### config.mk
export PLATFORM = sky130hd
export DESIGN_NAME = fetch_ctrl
export DESIGN_NICKNAME = d
export VERILOG_FILES = /design/src/rtl/fetch_ctrl_pkg.sv /design/src/rtl/fetch_ctrl_sat_counter.sv /design/src/rtl/fetch_ctrl.sv
export SDC_FILE = /design/constraint.sdc
export NUM_CORES = 1
export LEC_CHECK = 0
export ABC_AREA = 1
export CAP_MARGIN = 20
export CORE_ASPECT_RATIO = 0.5
export CORE_MARGIN = 4
export CORE_UTILIZATION = 56
export CTS_CLUSTER_DIAMETER = 40
export CTS_CLUSTER_SIZE = 12
export DETAILED_ROUTE_END_ITERATION = 12
export HOLD_SLACK_MARGIN = 0.03
export MAX_ROUTING_LAYER = met4
export PLACE_DENSITY = 0.91
export SYNTH_ARGS = -nofsm -noshare
export SYNTH_HDL_FRONTEND = slang
export SYNTH_SLANG_ARGS = --single-unit
### constraint.sdc
create_clock -name I_CLOCK -period 4.1 [get_ports I_CLOCK]
set_input_delay 0.41 -clock I_CLOCK [delete_from_list [all_inputs] [get_ports I_CLOCK]]
set_output_delay 0.41 -clock I_CLOCK [all_outputs]
set_load 0.01 [all_outputs]
### src/rtl/fetch_ctrl_pkg.sv
// Shared definitions for the fetch sequencing controller: state encoding
// and fetch-address constants.
package fetch_ctrl_pkg;

  typedef enum logic [2:0] {
    ST_IDLE   = 3'd0,
    ST_RUN    = 3'd1,
    ST_DEP    = 3'd2,
    ST_BRWAIT = 3'd3,
    ST_FRAME  = 3'd4
  } state_t;

  localparam int PC_INC  = 4;
  // Wide enough for the largest legal branch-wait timeout (255).
  localparam int TIMER_W = 8;

endpackage

### src/rtl/fetch_ctrl_sat_counter.sv
// Saturating up-counter clocked on the falling edge, with synchronous clear
// and asynchronous active-high reset.
module sat_counter #(
  parameter int WIDTH = 16
) (
  input  logic             clk,
  input  logic             rst,
  input  logic             clear,
  input  logic             inc,
  output logic [WIDTH-1:0] count
);

  always_ff @(negedge clk or posedge rst) begin
    if (rst) begin
      count <= '0;
    end else if (clear) begin
      count <= '0;
    end else if (inc && (count != '1)) begin
      count <= count + WIDTH'(1);
    end
  end

endmodule

### src/rtl/fetch_ctrl.sv
// Fetch-stage sequencer: owns the fetch PC and chooses issue, redirect,
// hold or bubble every falling edge, plus debug stall statistics.
module fetch_ctrl
  import fetch_ctrl_pkg::*;
#(
  parameter int PC_WIDTH   = 16,
  parameter int CNT_WIDTH  = 16,
  parameter int BR_TIMEOUT = 7
) (
  input  logic                 I_CLOCK,
  input  logic                 I_RESET,
  input  logic                 I_LOCK,
  input  logic                 I_BranchStallSignal,
  input  logic                 I_DepStallSignal,
  input  logic                 I_FRAMESTALL,
  input  logic                 I_BranchAddrSelect,
  input  logic [PC_WIDTH-1:0]  I_BranchPC,
  output logic                 O_LOCK,
  output logic                 O_FetchEn,
  output logic [PC_WIDTH-1:0]  O_FetchAddr,
  output logic [PC_WIDTH-1:0]  O_NextPC,
  output logic                 O_FetchStall,
  output logic [2:0]           O_State,
  output logic                 O_BrTimeout,
  output logic [CNT_WIDTH-1:0] O_BubbleCnt,
  output logic [CNT_WIDTH-1:0] O_DepCnt
);

  state_t              state_q, state_d;
  logic [PC_WIDTH-1:0] pc_q, pc_d, addr_d, next_d;
  logic [PC_WIDTH-1:0] target, pc_plus;
  logic                en_d, stall_d, timeout_d;
  logic                timer_inc, timer_clr, bub_inc, dep_inc;
  logic [TIMER_W-1:0]  timer;

  // Branch targets are word aligned; the low address bits are discarded.
  assign target  = {I_BranchPC[PC_WIDTH-1:2], 2'b00};
  assign pc_plus = pc_q + PC_WIDTH'(PC_INC);

  always_comb begin
    state_d   = state_q;
    pc_d      = pc_q;
    addr_d    = O_FetchAddr;
    next_d    = O_NextPC;
    en_d      = 1'b0;
    stall_d   = O_FetchStall;
    timeout_d = O_BrTimeout;
    timer_inc = 1'b0;
    timer_clr = 1'b0;
    bub_inc   = 1'b0;
    dep_inc   = 1'b0;
    if (!I_LOCK) begin
      state_d   = ST_IDLE;
      pc_d      = '0;
      addr_d    = '0;
      next_d    = '0;
      en_d      = 1'b1;
      stall_d   = 1'b0;
      timer_clr = 1'b1;
    end else if (I_BranchAddrSelect) begin
      state_d   = ST_RUN;
      addr_d    = target;
      next_d    = target + PC_WIDTH'(PC_INC);
      pc_d      = target + PC_WIDTH'(PC_INC);
      en_d      = 1'b1;
      stall_d   = 1'b0;
      timer_clr = 1'b1;
    end else if (I_FRAMESTALL) begin
      state_d = ST_FRAME;
    end else if (I_BranchStallSignal && !I_DepStallSignal) begin
      state_d   = ST_BRWAIT;
      addr_d    = pc_q;
      next_d    = pc_plus;
      stall_d   = 1'b1;
      timer_inc = 1'b1;
      bub_inc   = 1'b1;
      // The flag rises on the edge that brings the timer up to the limit.
      if ((int'(timer) + 1) >= BR_TIMEOUT) begin
        timeout_d = 1'b1;
      end
    end else if (I_DepStallSignal) begin
      state_d = ST_DEP;
      addr_d  = pc_q;
      next_d  = pc_plus;
      stall_d = 1'b0;
      dep_inc = 1'b1;
    end else begin
      state_d = ST_RUN;
      addr_d  = pc_q;
      next_d  = pc_plus;
      pc_d    = pc_plus;
      en_d    = 1'b1;
      stall_d = 1'b0;
    end
  end

  always_ff @(negedge I_CLOCK or posedge I_RESET) begin
    if (I_RESET) begin
      state_q      <= ST_IDLE;
      pc_q         <= '0;
      O_FetchAddr  <= '0;
      O_NextPC     <= '0;
      O_FetchEn    <= 1'b0;
      O_FetchStall <= 1'b0;
      O_BrTimeout  <= 1'b0;
      O_LOCK       <= 1'b0;
    end else begin
      state_q      <= state_d;
      pc_q         <= pc_d;
      O_FetchAddr  <= addr_d;
      O_NextPC     <= next_d;
      O_FetchEn    <= en_d;
      O_FetchStall <= stall_d;
      O_BrTimeout  <= timeout_d;
      O_LOCK       <= I_LOCK;
    end
  end

  assign O_State = state_q;

  sat_counter #(.WIDTH(CNT_WIDTH)) u_bubble_cnt (
    .clk  (I_CLOCK),
    .rst  (I_RESET),
    .clear(1'b0),
    .inc  (bub_inc),
    .count(O_BubbleCnt)
  );

  sat_counter #(.WIDTH(CNT_WIDTH)) u_dep_cnt (
    .clk  (I_CLOCK),
    .rst  (I_RESET),
    .clear(1'b0),
    .inc  (dep_inc),
    .count(O_DepCnt)
  );

  sat_counter #(.WIDTH(TIMER_W)) u_br_timer (
    .clk  (I_CLOCK),
    .rst  (I_RESET),
    .clear(timer_clr),
    .inc  (timer_inc),
    .count(timer)
  );

endmodule

==> flow_metrics.py, run 1 <==
metrics = {
    "floorplanning": {
        "pin_count": 94,
        "die_area_sq_um": 10300,
        "fp.dieH_um": 73.7,
        "core_sq_um": 8200,
        "fp-row-count": 23,
        "dieWidth_um": 139,
        "start_util_pct": 58.9,
    },
    "synth": {
        "synthCells": 616,
        "syn_nets": 644,
        "synth_area_per_cell_sq_um": 7.85,
        "yosys_warnings": 0,
        "ys_types": 33,
        "ys_ff_latch": 93,
        "synth.cell_area_sq_um": 4830,
        "synth_seq_area_share_pct": 48.1,
    },
    "sta": {
        "maxSlewViolCount": 0,
        "setup-tns-final_ns": 0,
        "setup_viol": 0,
        "finClkSkew_ns": 0.00696,
        "hold_violations": 0,
        "whs_ns": 0.420,
        "rsz0062_at_grt": "false",
        "worst_pin_slew_ns": 0.389,
        "timing.slew.headroom_pct": 73.8,
    },
    "worst_setup_path": {
        "required_ns": 3.69,
        "slowest_delay_ns": 0.60,
        "crit_arrival_ns": 3.50,
        "crit_path_top_delay_cell": "clkdlybuf4s50_1",
        "cp_max_fo": 5,
        "cp_num_buf_inv": 1,
        "r2r_slack_ns": 2.17,
        "start_kind": "register",
        "critPathLaunch": "u_dep_cnt.count[5]$_DFFE_NP0P_",
        "endpoint_kind": "output pin",
        "rr_startpoint": "u_dep_cnt.count[0]$_DFFE_NP0P_",
        "path_depth": 1,
        "crit_chain": "clkdlybuf4s50_1",
        "crit_type": "reg2out",
        "reg2reg_depth": 10,
        "cp_top_family": "buffers and inverters",
        "rr_endpoint": "u_dep_cnt.count[8]$_DFFE_NP0P_",
        "endpoint": "O_DepCnt[5]",
    },
    "grt": {
        "grt_pass1_wl_mm": 22.2,
        "grt_overflow": 0,
        "antenna_found_initial": 0,
        "grt_pass1_vias": 4709,
        "gr-usage-all-layers_pct": 27.9,
        "grt_max_degree": 47,
    },
    "detailed_routing": {
        "ant_nets": 0,
        "wire_per_inst_um": 15.3,
        "vias_per_cell": 5.43,
        "drt_iter0_drc": 505,
        "routed-via-count": 4730,
        "drt_drc_violations_left": 0,
        "drt-total-wl_mm": 13.3,
        "drt_pass1_iterations": 5,
    },
    "clock_network": {
        "holdBufCountCts": 0,
        "cts_buffer_depth": 2,
        "cts_tree": "yes",
        "clk_latency_ns": 0.35,
        "ctsResizeCount": 0,
        "path_clk_slew_ns": 0.05,
        "htree_num_levels": 3,
        "numCtsBuffers": 9,
        "root_buffer": "clkbuf_16",
        "cts.sinks": 93,
        "post_cts_buffers": 0,
    },
    "power": {
        "ir_drop_mv": 0.371,
        "pwr-share-clk_pct": 35.6,
        "p_leak_nw": 3.08,
        "power.density_nw_per_um2": 392,
        "pwr-share-seq_pct": 43.0,
        "combPwrFrac_pct": 21.4,
        "power.internal_w": 0.00185,
        "power_switching_share_pct": 28.2,
        "net-switching-power_w": 0.000727,
    },
    "finish": {
        "area_delta_synth_final_pct": 36.2,
        "multiInputGateArea_sq_um": 2160,
        "drive_gt1_share_pct": 12.4,
        "antenna_cells": 0,
        "regArea_sq_um": 2330,
        "nFillCells": 569,
        "nNetsFinal": 782,
    },
    "place": {
        "io_buffers": 91,
        "place.gp.congestion": 0.952,
        "dp_hpwl_mm": 9.59,
    },
    "flow_run": {
        "drv_cap": 0,
    },
    "outcome": {
        "status": "finished, final reports clean",
    },
    "min_path": {
        "hp-class": "reg2reg",
    },
}
## registers in the layout (all words and copies together) (netlist names)
name                count
u_br_timer.count        8
O_FetchAddr            16
O_NextPC               14
O_FetchStall            1
u_dep_cnt.count        16
O_FetchEn               1
u_bubble_cnt.count     16
O_BrTimeout             1
pc_q                   16
O_State                 3
O_LOCK                  1
## final cells by class
cell class                      count  share of cell area, %
Multi-Input combinational cell    442                   32.8
Sequential cell                    93                   35.3
Clock inverter                      3                   1.03
Clock buffer                       13                   3.95
Tap cell                          112                   2.13
Timing Repair Buffer              147                   21.2
Inverter                           61                   3.57
## power by group through the flow
stage	Combinational (W)	Clock (W)	Sequential, W
floorplan	0.000224	0	0.00114
global placement	0.000524	0	0.00111
detailed placement	0.000546	0	0.00112
CTS	0.000554	0.000924	0.00111
global route	0.000605	0.000966	0.00112
finish	0.000552	0.000917	0.00111
## Yosys cell counts
master | number | area (sq um)
nand4_1 | 13 | 81.3
nor2_1 | 45 | 169
nor3_1 | 9 | 45.0
xor2_1 | 23 | 201
mux2i_1 | 1 | 10.0
o21ai_2 | 2 | 17.5
nand3b_1 | 2 | 15.0
nor2_4 | 2 | 22.5
nand3_1 | 43 | 215
nand2_2 | 2 | 12.5
buf_1 | 1 | 3.75
a21oi_1 | 3 | 15.0
xnor2_1 | 7 | 61.3
nand2_1 | 207 | 777
inv_4 | 1 | 6.26
ha_1 | 5 | 62.6
buf_6 | 3 | 33.8
o21ai_0 | 49 | 245
nor2_2 | 4 | 25.0
o21a_1 | 2 | 15.0
inv_2 | 4 | 15.0
buf_4 | 5 | 37.5
buf_2 | 8 | 40.0
or2_2 | 2 | 12.5
o21ai_1 | 10 | 50.1
clkbuf_1 | 3 | 11.3
o31ai_1 | 4 | 30.0
a21oi_2 | 2 | 17.5
dfrtn_1 | 93 | 2330
inv_1 | 56 | 210
o22ai_1 | 2 | 12.5
nand3_2 | 2 | 20.0
nor3_4 | 1 | 16.3
## placed cells by master (no fill, tap or decap), drive strengths merged, types with 13 or more instances in the layout
cell type and count:
xor2 23, inv 60, clkdlybuf4s50 90, dfrtn 93
nand4 13, nand2 209, o21ai 61, nor2 51
clkbuf 13, buf 56, nand3 45
## metal layers
metal	GRT usage, %	share of wire, %	vias up
met2	46.4	48	236
li1	-	-	2235
met5	-	0	-
met1	33.9	42	2203
met3	6.18	7.0	56
met4	11.4	3.3	0
## kinds of logic after synthesis
kind of cell,Yosys count,synth area share (%)
xor+xnor,30,5.43
flops,93,48.1
compound gates,74,8.33
fa+ha+maj,5,1.29
buf+inv,81,7.40
mux,1,0.207
simple gates,332,29.2
## through the flow
| stage | util [%] | std cells | total power, W | area, sq um | setup slack, ns |
|---|---|---|---|---|---|
| floorplan | - | 616 | 0.00136 | 4840 | 0.321 |
| global placement | 76.2 | 855 | 0.00163 | 6250 | -0.237 |
| detailed placement | 76.2 | 855 | 0.00166 | 6250 | -0.334 |
| CTS | 80.2 | 871 | 0.00258 | 6580 | 0.0201 |
| global route | 80.3 | 871 | 0.00269 | 6580 | 0.0673 |
| finish | 80.3 | 871 | 0.00258 | 6580 | 0.188 |
## worst min-delay path by stage
stage | startpoint | end | slack, ns | cells after the start
floorplan | pc_q[15]$_DFFE_NP0P_ | pc_q[15]$_DFFE_NP0P_ | 0.41 | 2
global placement | O_BrTimeout$_DFFE_NP0P_ | O_BrTimeout$_DFFE_NP0P_ | 0.41 | 2
detailed placement | O_BrTimeout$_DFFE_NP0P_ | O_BrTimeout$_DFFE_NP0P_ | 0.42 | 2
CTS | O_FetchStall$_DFFE_NP0P_ | O_FetchStall$_DFFE_NP0P_ | 0.43 | 2
global route | O_FetchAddr[3]$_DFFE_NP0P_ | O_FetchAddr[3]$_DFFE_NP0P_ | 0.45 | 2
finish | O_BrTimeout$_DFFE_NP0P_ | O_BrTimeout$_DFFE_NP0P_ | 0.42 | 2
No activity file was read; power rests on OpenSTA's default activity.
==> run 2: changes to the inputs <==
Settings changed: CORE_UTILIZATION 56 to 57, PLACE_DENSITY 0.91 to 0.92, SLEW_MARGIN from default to 20, SYNTH_HIERARCHICAL from default to 1.
==> flow_metrics.py, run 2 <==
metrics = {
    "synth": {
        "yosysTopAreaCell": "dfrtn_1",
        "synth.most_common_cell": "nand2_1",
        "ys_types": 36,
        "synth.top_cells.by_count": "269 x nand2_1, 93 x dfrtn_1, 68 x inv_1, 50 x nor2_1, 45 x nand3_1",
        "synth_seq_area_share_pct": 44.1,
        "yosys_warnings": 6,
        "yosysTopAreaCellShare_pct": 44.1,
        "ys.flop_type": "dfrtn_1",
        "yosys-top-cells-area": "dfrtn_1 44%, nand2_1 19%, inv_1 4.8%",
        "synth.cell_area_sq_um": 5270,
        "synthCells": 707,
        "synth_area_per_cell_sq_um": 7.46,
        "synth_edf_count": 0,
        "ys_ff_latch": 93,
        "postSynth.asyncResetShare_pct": 100,
    },
    "finish": {
        "drive_gt1_share_pct": 14.5,
        "nNetsFinal": 878,
        "final_common_cell": "nand2_1",
        "area_delta_synth_final_pct": 33.2,
        "antenna_cells": 0,
        "mostFrequentLayoutCells": "267 x nand2_1, 93 x dfrtn_1, 91 x clkdlybuf4s50_1, 67 x inv_1",
    },
    "power": {
        "net-switching-power_w": 0.000545,
        "combPwrFrac_pct": 12.7,
        "ir_drop_mv": 0.219,
        "pwr-share-seq_pct": 43.9,
        "power_w": 0.00224,
        "power.density_nw_per_um2": 319,
        "pwr-share-clk_pct": 43.4,
        "p_leak_nw": 3.46,
        "power.internal_w": 0.00169,
        "power_switching_share_pct": 24.3,
    },
    "floorplanning": {
        "fp.dieH_um": 76,
        "die_area_sq_um": 10900,
        "core_sq_um": 8860,
        "dieWidth_um": 144,
        "pin_count": 94,
        "fp-row-count": 24,
        "start_util_pct": 59.5,
    },
    "sta": {
        "setup_viol": 0,
        "whs_ns": 0.409,
        "timing.slew.headroom_pct": 56.1,
        "hold_violations": 0,
        "worst_pin_slew_ns": 0.657,
        "maxSlewViolCount": 0,
        "finClkSkew_ns": 0.00657,
        "setup-tns-final_ns": 0,
    },
    "clock_network": {
        "numCtsBuffers": 9,
        "cts.sinks": 93,
        "cts_tree": "yes",
        "root_buffer": "clkbuf_16",
        "cts_buffer_depth": 2,
        "clk_latency_ns": 0.35,
        "htree_num_levels": 3,
        "path_clk_slew_ns": 0.05,
    },
    "detailed_routing": {
        "routed-via-count": 5273,
        "drt_drc_violations_left": 0,
        "ant_nets": 0,
        "drt_pass1_iterations": 5,
        "vias_per_cell": 5.43,
        "wire_per_inst_um": 14.7,
        "drt_iter0_drc": 405,
        "drt-total-wl_mm": 14.3,
    },
    "min_path": {
        "hp-class": "reg2reg",
        "hp-start": "O_BrTimeout$_DFFE_NP0P_",
    },
    "outcome": {
        "status": "finished, final reports clean",
    },
    "worst_setup_path": {
        "required_ns": 2.25,
        "crit_arrival_ns": 2.14,
        "start_kind": "primary input",
        "cp_max_fo": 3,
        "crit_type": "in2reg",
        "endpoint_kind": "register",
        "rr_startpoint": "u_bubble_cnt/count[1]$_DFFE_NP0P_",
        "critPathLaunch": "I_LOCK",
    },
    "place": {
        "dp_hpwl_mm": 10.0,
        "place.gp.congestion": 0.923,
        "io_buffers": 91,
    },
    "grt": {
        "grt_overflow": 0,
        "gr-usage-all-layers_pct": 28.7,
        "grt_pass1_wl_mm": 24.9,
        "grt_max_degree": 32,
        "antenna_found_initial": 0,
        "grt_pass1_vias": 5374,
    },
    "flow_run": {
        "drv_cap": 0,
    },
}
## run 2: cells by family (layout without fill, tap and decap cells)
logic type               count (synthesis)  in the layout  share of synthesized area (%)
AO/OA/AOI/OAI                           56             56                           5.70
XOR/XNOR                                13             13                           2.16
adder cells (fa/ha/maj)                  6              6                           1.42
buffers and inverters                   98            238                           8.26
flip-flops                              93             93                           44.1
other                                    1              8                         0.0711
AND/OR/NAND/NOR                        440            440                           38.2
## run 2: final cells by class
class / instances / area, sq um
fillers: 579 / 1840
repair buffers: 143 / 1350
well taps: 117 / 146
multi-input cells: 523 / 2550
clock buffers: 10 / 229
inverters: 79 / 304
flip-flops and latches: 93 / 2330
clock inverters: 6 / 116
## run 2: path summary, 6_finish.rpt
kind / end / slack [ns] / cells past startpoint
worst max-delay path: u_dep_cnt/count[14]$_DFFE_NP0P_ / 0.10 / 12
worst min-delay path: O_BrTimeout$_DFFE_NP0P_ / 0.41 / 1
worst max register to register: u_bubble_cnt/count[6]$_DFFE_NP0P_ / 2.32 / 9
worst min register to register: O_BrTimeout$_DFFE_NP0P_ / 0.41 / 1
max in group asynchronous: u_bubble_cnt/count[10]$_DFFE_NP0P_ / 1.06 / 2
min in group asynchronous: u_br_timer/count[0]$_DFFE_NP0P_ / 2.45 / 2
## run 2: worst max-delay path, cell delays in order
cell	delay [ns]
clkdlybuf4s50_1	0.57
inv_2	0.06
nor2_2	0.14
nand2_1	0.10
nor2_2	0.15
inv_1	0.11
nor2_1	0.15
nand3_1	0.10
nor2_1	0.15
nand3_1	0.09
nand2_1	0.06
nor2_1	0.03
## run 2: per-layer routing
layer | global-route usage [%] | part of all wire, % | wire, um | vias to the layer above
met2 | 47.6 | 49 | 7020 | 251
met3 | 6.08 | 6.6 | 942 | 52
met5 | - | 0 | 0 | -
met1 | 34.6 | 41 | 5910 | 2461
met4 | 10.6 | 3.0 | 429 | 0
li1 | - | - | - | 2509
## run 2: power groups by stage
stage | sequential (W) | clock [W] | combinational [W]
3_5_place_dp | 0.000999 | 0 | 0.000276
3_3_place_gp | 0.000997 | 0 | 0.000269
5_1_grt | 0.000987 | 0.00104 | 0.000312
6_report | 0.000984 | 0.000971 | 0.000284
4_1_cts | 0.000983 | 0.000985 | 0.000280
2_1_floorplan | 0.00101 | 0 | 0.000125
## run 2: what timing repair did
item,in CTS,in global routing
resized for setup,0,8
hold buffers,0,0
endpoints found under the setup margin,0,20
buffers inserted,0,1
## run 2: stage by stage
step	setup WS [ns]	instance area (sq um)	util, %	std cells
final	0.104	7020	79.2	971
after global routing	-0.00906	7020	79.2	971
after CTS	0.0561	6990	78.9	970
after detailed placement	-0.250	6640	75.0	954
after global placement	-0.188	6640	75.0	954
after floorplan	0.341	5300	-	714
==> run 3: changes to the inputs <==
Settings changed: CORE_UTILIZATION 57 to 58, DONT_BUFFER_PORTS from default to 1, PLACE_DENSITY 0.92 to 0.82.
Clock period 4.1 ns to 3.4 ns, I/O delays scaled along.
==> flow_metrics.py, run 3 (same netlist as run 2, synthesis figures left out) <==
metrics = {
    "grt": {
        "antenna_found_initial": 0,
        "grt_max_degree": 32,
        "grt_overflow": 0,
        "grt_pass1_vias": 4362,
        "gr-usage-all-layers_pct": 24.5,
        "grt_pass1_wl_mm": 20.6,
    },
    "sta": {
        "layout_setup_ws_ns": 0.367,
        "worst_pin_slew_ns": 0.646,
        "maxSlewViolCount": 0,
        "hold_violations": 0,
        "setup-tns-final_ns": 0,
        "setup_viol": 0,
        "finClkSkew_ns": 0.00492,
        "timing.slew.headroom_pct": 56.9,
        "rsz0062_at_grt": "false",
    },
    "clock_network": {
        "clk_latency_ns": 0.34,
        "post_cts_buffers": 0,
        "ctsResizeCount": 0,
        "root_buffer": "clkbuf_16",
        "path_clk_slew_ns": 0.05,
        "holdBufCountCts": 0,
        "cts_tree": "yes",
        "numCtsBuffers": 9,
        "cts.sinks": 93,
        "htree_num_levels": 3,
        "cts_buffer_depth": 2,
    },
    "place": {
        "place.gp.congestion": 0.934,
        "dp_slack_ns": 0.0498,
        "io_buffers": 0,
        "dp_hpwl_mm": 9.04,
    },
    "worst_setup_path": {
        "endpoint_kind": "register",
        "cp_max_fo": 15,
        "start_kind": "primary input",
        "required_ns": 1.89,
        "crit_type": "in2reg",
        "reg2reg_depth": 9,
        "crit_arrival_ns": 1.52,
    },
    "floorplanning": {
        "fp.dieH_um": 75.4,
        "start_util_pct": 60.1,
        "core_sq_um": 8770,
        "dieWidth_um": 143,
        "fp-row-count": 24,
        "die_area_sq_um": 10800,
        "pin_count": 94,
    },
    "power": {
        "power.density_nw_per_um2": 422,
        "pwr-share-seq_pct": 50.1,
        "p_leak_nw": 2.91,
        "power_switching_share_pct": 25.2,
        "ir_drop_mv": 0.296,
        "net-switching-power_w": 0.000607,
        "combPwrFrac_pct": 7.7,
        "power.internal_w": 0.00180,
        "pwr-share-clk_pct": 42.2,
    },
    "detailed_routing": {
        "ant_nets": 0,
        "drt-total-wl_mm": 12.5,
        "routed-via-count": 4581,
        "wire_per_inst_um": 14.9,
        "drt_iter0_drc": 234,
        "drt_drc_violations_left": 0,
        "drt_pass1_iterations": 5,
        "vias_per_cell": 5.46,
    },
    "finish": {
        "area_delta_synth_final_pct": 8.17,
        "antenna_cells": 0,
        "drive_gt1_share_pct": 10.8,
        "final_common_cell": "nand2_1",
        "nNetsFinal": 747,
        "mostFrequentLayoutCells": "269 x nand2_1, 93 x dfrtn_1, 67 x inv_1, 50 x nor2_1, 45 x nand3_1",
    },
    "min_path": {
        "hp-class": "reg2reg",
        "hold_path_depth": 2,
    },
    "outcome": {
        "status": "finished, final reports clean",
    },
    "flow_run": {
        "drv_cap": 0,
    },
}
-- run 3: changes by cell type in the layout (fill, tap and decap cells not counted), moves of 2 or more --
cell and change:
buf_12 -3, nand2_2 -2, buf_4 -35, nor2_2 -3
bufinv_16 -2, nor2_1 +3, nand2_1 +2, buf_6 -2
clkdlybuf4s50_1 -91
-- run 3: through the flow --
step	hold WS [ns]	instance area, sq um	std cells	utilization (%)	total power, W
after floorplan	0.403	5300	714	-	0.00137
after global placement	0.418	5400	824	61.6	0.00140
after detailed placement	0.425	5400	824	61.6	0.00141
after CTS	0.427	5700	839	65.0	0.00243
after global routing	0.444	5700	839	65.0	0.00250
final	0.430	5700	839	65.0	0.00241
-- run 3: area by class of cell --
cell class / count / area [sq um]
multi-input combinational: 523 / 2530
timing repair buffer: 12 / 90.1
tap: 117 / 146
sequential: 93 / 2330
fill: 779 / 3070
inverter: 79 / 304
clock inverter: 5 / 60.1
clock buffer: 10 / 239
-- run 3: worst paths after layout --
| path | startpoint | to | slack (ns) |
|---|---|---|---|
| max | I_LOCK | u_dep_cnt/count[14]$_DFFE_NP0P_ | 0.37 |
| min | pc_q[12]$_DFFE_NP0P_ | pc_q[12]$_DFFE_NP0P_ | 0.43 |
| max reg2reg | u_bubble_cnt/count[0]$_DFFE_NP0P_ | u_bubble_cnt/count[7]$_DFFE_NP0P_ | 1.52 |
| min reg2reg | pc_q[12]$_DFFE_NP0P_ | pc_q[12]$_DFFE_NP0P_ | 0.43 |
| max in group asynchronous | I_RESET | O_LOCK$_DFF_NP0_ | 1.22 |
| min in group asynchronous | I_RESET | u_br_timer/count[4]$_DFFE_NP0P_ | 1.42 |
-- run 3: power groups by stage --
| stage | Sequential (W) | Clock, W | Combinational [W] |
|---|---|---|---|
| 3_5_place_dp | 0.00123 | 0 | 0.000183 |
| 3_3_place_gp | 0.00122 | 0 | 0.000178 |
| 6_report | 0.00121 | 0.00102 | 0.000186 |
| 2_1_floorplan | 0.00122 | 0 | 0.000151 |
| 5_1_grt | 0.00121 | 0.00108 | 0.000213 |
| 4_1_cts | 0.00121 | 0.00104 | 0.000185 |
-- run 3: routing by layer --
layer	vias up	track usage, %	part of all wire, %
li1	2246	-	-
met1	2131	30.1	42
met2	179	39.9	47
met3	25	7.08	8.4
met4	0	8.11	1.7
met5	-	-	0
-- run 3: worst max-delay path, cell delays in order --
cell and delay (ns):
inv_2 0.02, nor2_2 0.17, nand2_1 0.10, nor2_1 0.21
inv_1 0.14, nor2_1 0.12, nand3_1 0.08, nor2_1 0.14
nand3_1 0.10, nand2_1 0.06, nor2_1 0.03
